$ cat config.mk
export PLATFORM = sky130hd
export DESIGN_NAME = dmem_arbiter_flat
export DESIGN_NICKNAME = d
export VERILOG_FILES = /design/src/rtl/dmem_arbiter_if.sv /design/src/rtl/dmem_arbiter.sv /design/src/flat_wrapper.sv
export SDC_FILE = /design/constraint.sdc
export NUM_CORES = 1
export LEC_CHECK = 0
export BUFFER_PORTS_ARGS = -buffer_cell sky130_fd_sc_hd__buf_4
export CAP_MARGIN = 30
export CORE_AREA = 2 2 198 200
export CTS_BUF_LIST = sky130_fd_sc_hd__clkbuf_4 sky130_fd_sc_hd__clkbuf_8
export DETAILED_ROUTE_END_ITERATION = 12
export DIE_AREA = 0 0 200 202
export HOLD_SLACK_MARGIN = 0.15
export SYNTH_ARGS = -nofsm -noshare
export SYNTH_HDL_FRONTEND = slang
export SYNTH_SLANG_ARGS = --single-unit
$ cat constraint.sdc
create_clock -name clk -period 3.66 [get_ports clk]
set_clock_uncertainty 0.1 [all_clocks]
set_input_delay 0.732 -clock clk [delete_from_list [all_inputs] [get_ports clk]]
set_output_delay 0.732 -clock clk [all_outputs]
set_load 0.01 [all_outputs]
$ cat src/rtl/dmem_arbiter_if.sv
// Requester channel between one memory client and the data-memory arbiter.
// The requester drives the master modport; the arbiter uses the slave modport.
interface dmem_arbiter_if #(
    parameter int unsigned ADDR_W = 29,
    parameter int unsigned DATA_W = 64
) ();
    logic                  req;
    logic                  we;
    logic [ADDR_W-1:0]     addr;
    logic [DATA_W-1:0]     wdata;
    logic [DATA_W/8-1:0]   wmask;
    logic                  gnt;
    logic                  rvalid;
    logic [DATA_W-1:0]     rdata;

    modport master (
        output req, we, addr, wdata, wmask,
        input  gnt, rvalid, rdata
    );

    modport slave (
        input  req, we, addr, wdata, wmask,
        output gnt, rvalid, rdata
    );
endinterface

$ cat src/rtl/dmem_arbiter.sv
// Two-requester arbiter in front of a single data memory. Writes complete in the
// grant cycle (one per cycle); a read blocks further grants until its data returns.
module dmem_arbiter #(
    parameter int unsigned ADDR_W     = 29,
    parameter int unsigned DATA_W     = 64,
    parameter int unsigned RD_LATENCY = 1,
    parameter int unsigned ARB_MODE   = 0
) (
    input  logic                clk,
    input  logic                rst,
    dmem_arbiter_if.slave       m0,
    dmem_arbiter_if.slave       m1,
    output logic [ADDR_W-1:0]   mem_addr,
    output logic                mem_wr_en,
    output logic [DATA_W-1:0]   mem_wdata,
    output logic [DATA_W/8-1:0] mem_wmask,
    input  logic [DATA_W-1:0]   mem_rdata
);
    localparam int unsigned CntW = (RD_LATENCY > 1) ? $clog2(RD_LATENCY) : 1;

    typedef enum logic [0:0] {StIdle, StWait} state_e;

    state_e          state_q, state_d;
    logic            owner_q, owner_d;   // requester whose read is outstanding
    logic            prio_q, prio_d;     // requester favoured on a tie (0 = m0)
    logic [CntW-1:0] cnt_q, cnt_d;
    logic [1:0]      rvalid_q;
    logic [DATA_W-1:0] rdata0_q, rdata1_q;

    logic winner;
    logic gnt0, gnt1;
    logic capture;
    logic sel_we;

    assign m0.gnt    = gnt0;
    assign m1.gnt    = gnt1;
    assign m0.rvalid = rvalid_q[0];
    assign m1.rvalid = rvalid_q[1];
    assign m0.rdata  = rdata0_q;
    assign m1.rdata  = rdata1_q;

    // Arbitration, memory bus drive and next-state selection.
    always_comb begin
        state_d   = state_q;
        owner_d   = owner_q;
        prio_d    = prio_q;
        cnt_d     = cnt_q;
        capture   = 1'b0;
        winner    = 1'b0;
        gnt0      = 1'b0;
        gnt1      = 1'b0;
        sel_we    = 1'b0;
        mem_addr  = '0;
        mem_wr_en = 1'b0;
        mem_wdata = '0;
        mem_wmask = '0;
        // Held in reset: nothing is granted and the bus stays quiet.
        if (!rst) begin
            unique case (state_q)
                StIdle: begin
                    if (m0.req || m1.req) begin
                        if (m0.req && m1.req) begin
                            winner = (ARB_MODE == 1) ? 1'b0 : prio_q;
                        end else begin
                            winner = m1.req;
                        end
                        gnt0      = ~winner;
                        gnt1      = winner;
                        prio_d    = ~winner;
                        sel_we    = winner ? m1.we : m0.we;
                        mem_addr  = winner ? m1.addr : m0.addr;
                        mem_wdata = winner ? m1.wdata : m0.wdata;
                        mem_wr_en = sel_we;
                        if (sel_we) begin
                            mem_wmask = winner ? m1.wmask : m0.wmask;
                        end else begin
                            state_d = StWait;
                            owner_d = winner;
                            cnt_d   = '0;
                        end
                    end
                end
                StWait: begin
                    // Last wait cycle: memory data is valid now.
                    if (cnt_q == CntW'(RD_LATENCY - 1)) begin
                        capture = 1'b1;
                        state_d = StIdle;
                    end else begin
                        cnt_d = cnt_q + 1'b1;
                    end
                end
                default: state_d = StIdle;
            endcase
        end
    end

    // State, pointer and read-return registers.
    always_ff @(posedge clk) begin
        if (rst) begin
            state_q  <= StIdle;
            owner_q  <= 1'b0;
            prio_q   <= 1'b0;
            cnt_q    <= '0;
            rvalid_q <= '0;
            rdata0_q <= '0;
            rdata1_q <= '0;
        end else begin
            state_q  <= state_d;
            owner_q  <= owner_d;
            prio_q   <= prio_d;
            cnt_q    <= cnt_d;
            rvalid_q <= '0;
            if (capture) begin
                rvalid_q[owner_q] <= 1'b1;
                if (owner_q) begin
                    rdata1_q <= mem_rdata;
                end else begin
                    rdata0_q <= mem_rdata;
                end
            end
        end
    end
endmodule

$ cat src/flat_wrapper.sv
// flat-port wrapper written by rule: the top's interface ports become plain ports
module dmem_arbiter_flat 
#(
    parameter int unsigned ADDR_W     = 29,
    parameter int unsigned DATA_W     = 64,
    parameter int unsigned RD_LATENCY = 1,
    parameter int unsigned ARB_MODE   = 0
)
  (clk, rst, mem_addr, mem_wr_en, mem_wdata, mem_wmask, mem_rdata, m0_req, m0_we, m0_addr, m0_wdata, m0_wmask, m0_gnt, m0_rvalid, m0_rdata, m1_req, m1_we, m1_addr, m1_wdata, m1_wmask, m1_gnt, m1_rvalid, m1_rdata);
  dmem_arbiter_if #(.ADDR_W(ADDR_W), .DATA_W(DATA_W)) m0_i ();
  dmem_arbiter_if #(.ADDR_W(ADDR_W), .DATA_W(DATA_W)) m1_i ();
  input  logic clk;
  input  logic rst;
  output logic [ADDR_W-1:0] mem_addr;
  output logic mem_wr_en;
  output logic [DATA_W-1:0] mem_wdata;
  output logic [DATA_W/8-1:0] mem_wmask;
  input  logic [DATA_W-1:0] mem_rdata;
  input wire logic [$bits(m0_i.req)-1:0] m0_req;
  input wire logic [$bits(m0_i.we)-1:0] m0_we;
  input wire logic [$bits(m0_i.addr)-1:0] m0_addr;
  input wire logic [$bits(m0_i.wdata)-1:0] m0_wdata;
  input wire logic [$bits(m0_i.wmask)-1:0] m0_wmask;
  output wire logic [$bits(m0_i.gnt)-1:0] m0_gnt;
  output wire logic [$bits(m0_i.rvalid)-1:0] m0_rvalid;
  output wire logic [$bits(m0_i.rdata)-1:0] m0_rdata;
  input wire logic [$bits(m1_i.req)-1:0] m1_req;
  input wire logic [$bits(m1_i.we)-1:0] m1_we;
  input wire logic [$bits(m1_i.addr)-1:0] m1_addr;
  input wire logic [$bits(m1_i.wdata)-1:0] m1_wdata;
  input wire logic [$bits(m1_i.wmask)-1:0] m1_wmask;
  output wire logic [$bits(m1_i.gnt)-1:0] m1_gnt;
  output wire logic [$bits(m1_i.rvalid)-1:0] m1_rvalid;
  output wire logic [$bits(m1_i.rdata)-1:0] m1_rdata;
  assign m0_i.req = m0_req;
  assign m0_i.we = m0_we;
  assign m0_i.addr = m0_addr;
  assign m0_i.wdata = m0_wdata;
  assign m0_i.wmask = m0_wmask;
  assign m0_gnt = m0_i.gnt;
  assign m0_rvalid = m0_i.rvalid;
  assign m0_rdata = m0_i.rdata;
  assign m1_i.req = m1_req;
  assign m1_i.we = m1_we;
  assign m1_i.addr = m1_addr;
  assign m1_i.wdata = m1_wdata;
  assign m1_i.wmask = m1_wmask;
  assign m1_gnt = m1_i.gnt;
  assign m1_rvalid = m1_i.rvalid;
  assign m1_rdata = m1_i.rdata;
  dmem_arbiter #(.ADDR_W(ADDR_W), .DATA_W(DATA_W), .RD_LATENCY(RD_LATENCY), .ARB_MODE(ARB_MODE)) u_core (.clk(clk), .rst(rst), .m0(m0_i), .m1(m1_i), .mem_addr(mem_addr), .mem_wr_en(mem_wr_en), .mem_wdata(mem_wdata), .mem_wmask(mem_wmask), .mem_rdata(mem_rdata));
endmodule
==> key figures <==
Cells and area
  • # fillers: 4,116
  • Highest-count cells in the layout ignoring fill and taps: buf_4 (513), nand2_1 (257), dfxtp_1 (133), a22o_1 (91), nand3_1 (65)
  • Count of antenna diodes in the layout: 0
  • Layout area overhead: 80.4%
  • Commonest non-fill, non-tap cell in the layout: buf_4
  • Fin cells: around 1,700
  • Number of nets in the final layout: 1,469
  • Share of final-layout standard cells stronger than drive strength 1: 45.8%

Clock network
  • Post-cts repair resize count: 0
  • Clock tree from TritonCTS: yes
  • Largest buffer count on any clock path: 2
  • Clock-pin transition on the worst setup and hold timing paths: around 70 ps
  • CTS Buf Count: 17
  • Quantity of hold-fixing buffers added after cts: 0
  • Number of sinks handled by clock tree synthesis: ~130
  • Total number of H-tree levels: 4
  • Post-CTS Setup Repair Bufs: 0
  • CTS Root Cell: clkbuf_8
  • Clk Latency, worst-skew pair: 460 ps

Floorplan
  • Die Span Y: 202 microns
  • Die X-Extent: 200 microns
  • Boundary Pins: 506
  • Placeable core area: 38,300 sq um
  • Initial core utilization: roughly 15%
  • Row count: 72
  • Die area: 40,400 sq um

Pwr
  • Combinational group share of total power: around 22%
  • Switching power: ~0.00093 W
  • Cell-internal power: 0.00265 W
  • Clock network fraction of design power: roughly 36%
  • Overall power of the completed layout: 0.00358 W
  • Power density over cell area: 344 nW/um^2
  • Max IR drop VDD: 0.234 mV
  • Leakage Power: 5.06 nW
  • Sw Ratio: a little over a quarter
  • Flop pwr share: 42.7%

GRT
  • Grt total ovfl: 0
  • Via count of the first global-routing pass: 6,960
  • Initial antenna violation count: 1
  • Global-route wire length before repair: about 39,000 microns
  • Total global routing track utilization: 12.7%
  • Routing usage on met3: 4.29%
  • Maximum number of pins on one net before global-route repair: approximately 130
  • GR met2 Demand/Resource: 21.9%
  • Most Used Layer, Global Route: met2
  • Met1 Resource Use GR: 14.6%

Critical path
  • Worst setup path class: input port to primary output
  • Data arrival time at the worst-slack endpoint: around 2400 ps
  • Top Family by Delay on Critical Path: simple AND/OR/NAND/NOR gates
  • Cell with the largest stage delay on the worst path: and2b_1
  • Largest stage delay on the critical path: about 380 ps
  • Highest net fanout along the worst path: 92
  • Required time at the endpoint of the critical path: 2830 ps
  • Cell with the most instances on the worst path: buf_4
  • Cell chain of the critical path: buf_4 -> and2b_1 -> nor4_4 -> buf_12 -> a22o_1 -> buf_4
  • Critical path capture point type: primary output
  • Crit start category: input port
  • Worst path buffer plus inverter count: 3

Placement
  • Placed Instances: 1,696
  • Total of buffers placed on input and output ports: ~500
  • Post-place setup slack: approximately 460 ps
  • Post-detailed-placement half-perimeter wirelength: 20,800 microns
  • Weighted congestion reported at the end of routability-driven placement: 0.813

Timing
  • Slew at the pin with the worst max-slew slack: roughly 840 ps
  • Number of failing setup endpoints in the final timing report: 0
  • Unrepaired setup endpoints after global routing: false
  • Max-slew headroom: 43.8%
  • Final hold slack: 354 ps
  • Setup TNS: 0 ps
  • Minimum clock period after layout: 3260 ps
  • Pins Over Slew Limit: 0
  • Final hold violation count: 0
  • Highest Clock Rate: 307 MHz
  • Period utilization: 89.0%
  • Final critical-path setup slack: 402 ps

Synth
  • Synth area leader: dfxtp_1
  • Instance count of the mapped netlist: 729
  • Avg Inst Size Synth: between 7 and 8 sq um
  • Number of synthesized register bits: between 100 and 150
  • Register area share after synthesis: 46.1%
  • Count of unique library cells instantiated by Yosys: 28
  • Dominant cells by area after synthesis: dfxtp_1 (46%), nand2_1 (17%), a22o_1 (14%)
  • Synth top area share: 46.1%
  • Mapped Area: between 5000 and 6000 sq um
  • Synth Warn #: 0
  • Total nets after synthesis: 1,001

Hold path
  • Class of the tightest hold or removal check: register to register

Routing
  • Initial DRC count: 269
  • Detailed-route DRC error count: 0
  • Routed wirelength normalized by instance count: 15.8 microns
  • Overall via count from detail_route: 7,097
  • DR pass1 iterations: 4
  • Vias per inst: 4.12
  • Total wirelength of the detailed-routed design: 27,300 microns
  • Detail Route Antenna Nets: 0

Status
  • Status: completed

Run
  • Number of maximum-capacitance constraint violations: 0
cells in the mapped netlist:
cell / count
nand2_1: 257
dfxtp_1: 133
a22o_1: 91
nand3_1: 65
o21ai_0: 58
buf_2: 34
clkbuf_1: 21
a21oi_1: 11
o21ai_1: 10
buf_6: 8
nand4b_1: 8
o211ai_1: 8
buf_4: 3
inv_1: 3
nand3b_1: 3
nor2_1: 3
buf_1: 2
a32o_1: 1
and2b_1: 1
and3_1: 1
and3b_1: 1
clkbuf_2: 1
inv_2: 1
nor2b_1: 1
nor3b_2: 1
nor4_2: 1
o22ai_1: 1
or3_1: 1
through the flow:
stage               instance area (sq um)  util [%]
floorplan                            5770         -
global placement                    10000      26.2
detailed placement                  10000      26.2
CTS                                 10400      27.2
global route                        10400      27.2
finish                              10400      27.2
worst min-delay path, stage by stage (launching register included):
cell,delay (ps)
dfxtp_1,310
nand2_1,60
o21ai_1,50
per-layer routing:
layer | vias up | share of wire (%) | wire, microns
met5 | - | 0 | 0
met1 | 3319 | 41 | 11300
met3 | 34 | 8.8 | 2390
met2 | 303 | 48 | 13100
li1 | 3441 | - | -
met4 | 0 | 1.9 | 507
state kept, by name, summed over array words and instances, names as in the netlist:
| name | flops |
|---|---|
| u_core.m0.rdata | 64 |
| u_core.m1.rdata | 64 |
| u_core.owner_q | 1 |
| u_core.prio_q | 1 |
| u_core.rvalid_q | 2 |
| u_core.state_q | 1 |
logic make-up (layout without fill, tap and decap cells):
| group | after synthesis | after routing | synth area share [%] |
|---|---|---|---|
| AND/OR/NAND/NOR | 343 | 343 | 25.2 |
| buffers and inverters | 73 | 550 | 6.74 |
| AO/OA/AOI/OAI | 180 | 180 | 22.0 |
| flip-flops | 133 | 133 | 46.1 |
power by group through the flow:
stage,sequential (W),combinational [W],clock (W)
6_report,0.00153,0.000776,0.00128
5_1_grt,0.00153,0.000836,0.00138
4_1_cts,0.00153,0.000781,0.00132
3_5_place_dp,0.00156,0.000778,0
3_3_place_gp,0.00156,0.000769,0
2_1_floorplan,0.00158,0.000263,0
final timing paths:
check	startpoint	to	slack, ps	depth (start not counted)
setup / recovery	m0_req	mem_wdata[23]	400	6
hold / removal	u_core.m0.rdata[40]	u_core.m0.rdata[40]	350	2
hold reg to reg	u_core.m0.rdata[40]	u_core.m0.rdata[40]	350	2
setup reg to reg	u_core.state_q	u_core.m1.rdata[20]	1710	5
final cells by class:
cell class / count / area [sq um] / share of cell area [%]
Clock buffer: 25 / 332 / 3.18
Clock inverter: 3 / 67.6 / 0.649
Inverter: 4 / 17.5 / 0.168
Multi-Input combinational cell: 523 / 2740 / 26.3
Sequential cell: 133 / 2660 / 25.6
Tap cell: 518 / 648 / 6.22
Timing Repair Buffer: 518 / 3950 / 37.9
No activity file was read; power rests on OpenSTA's default activity.
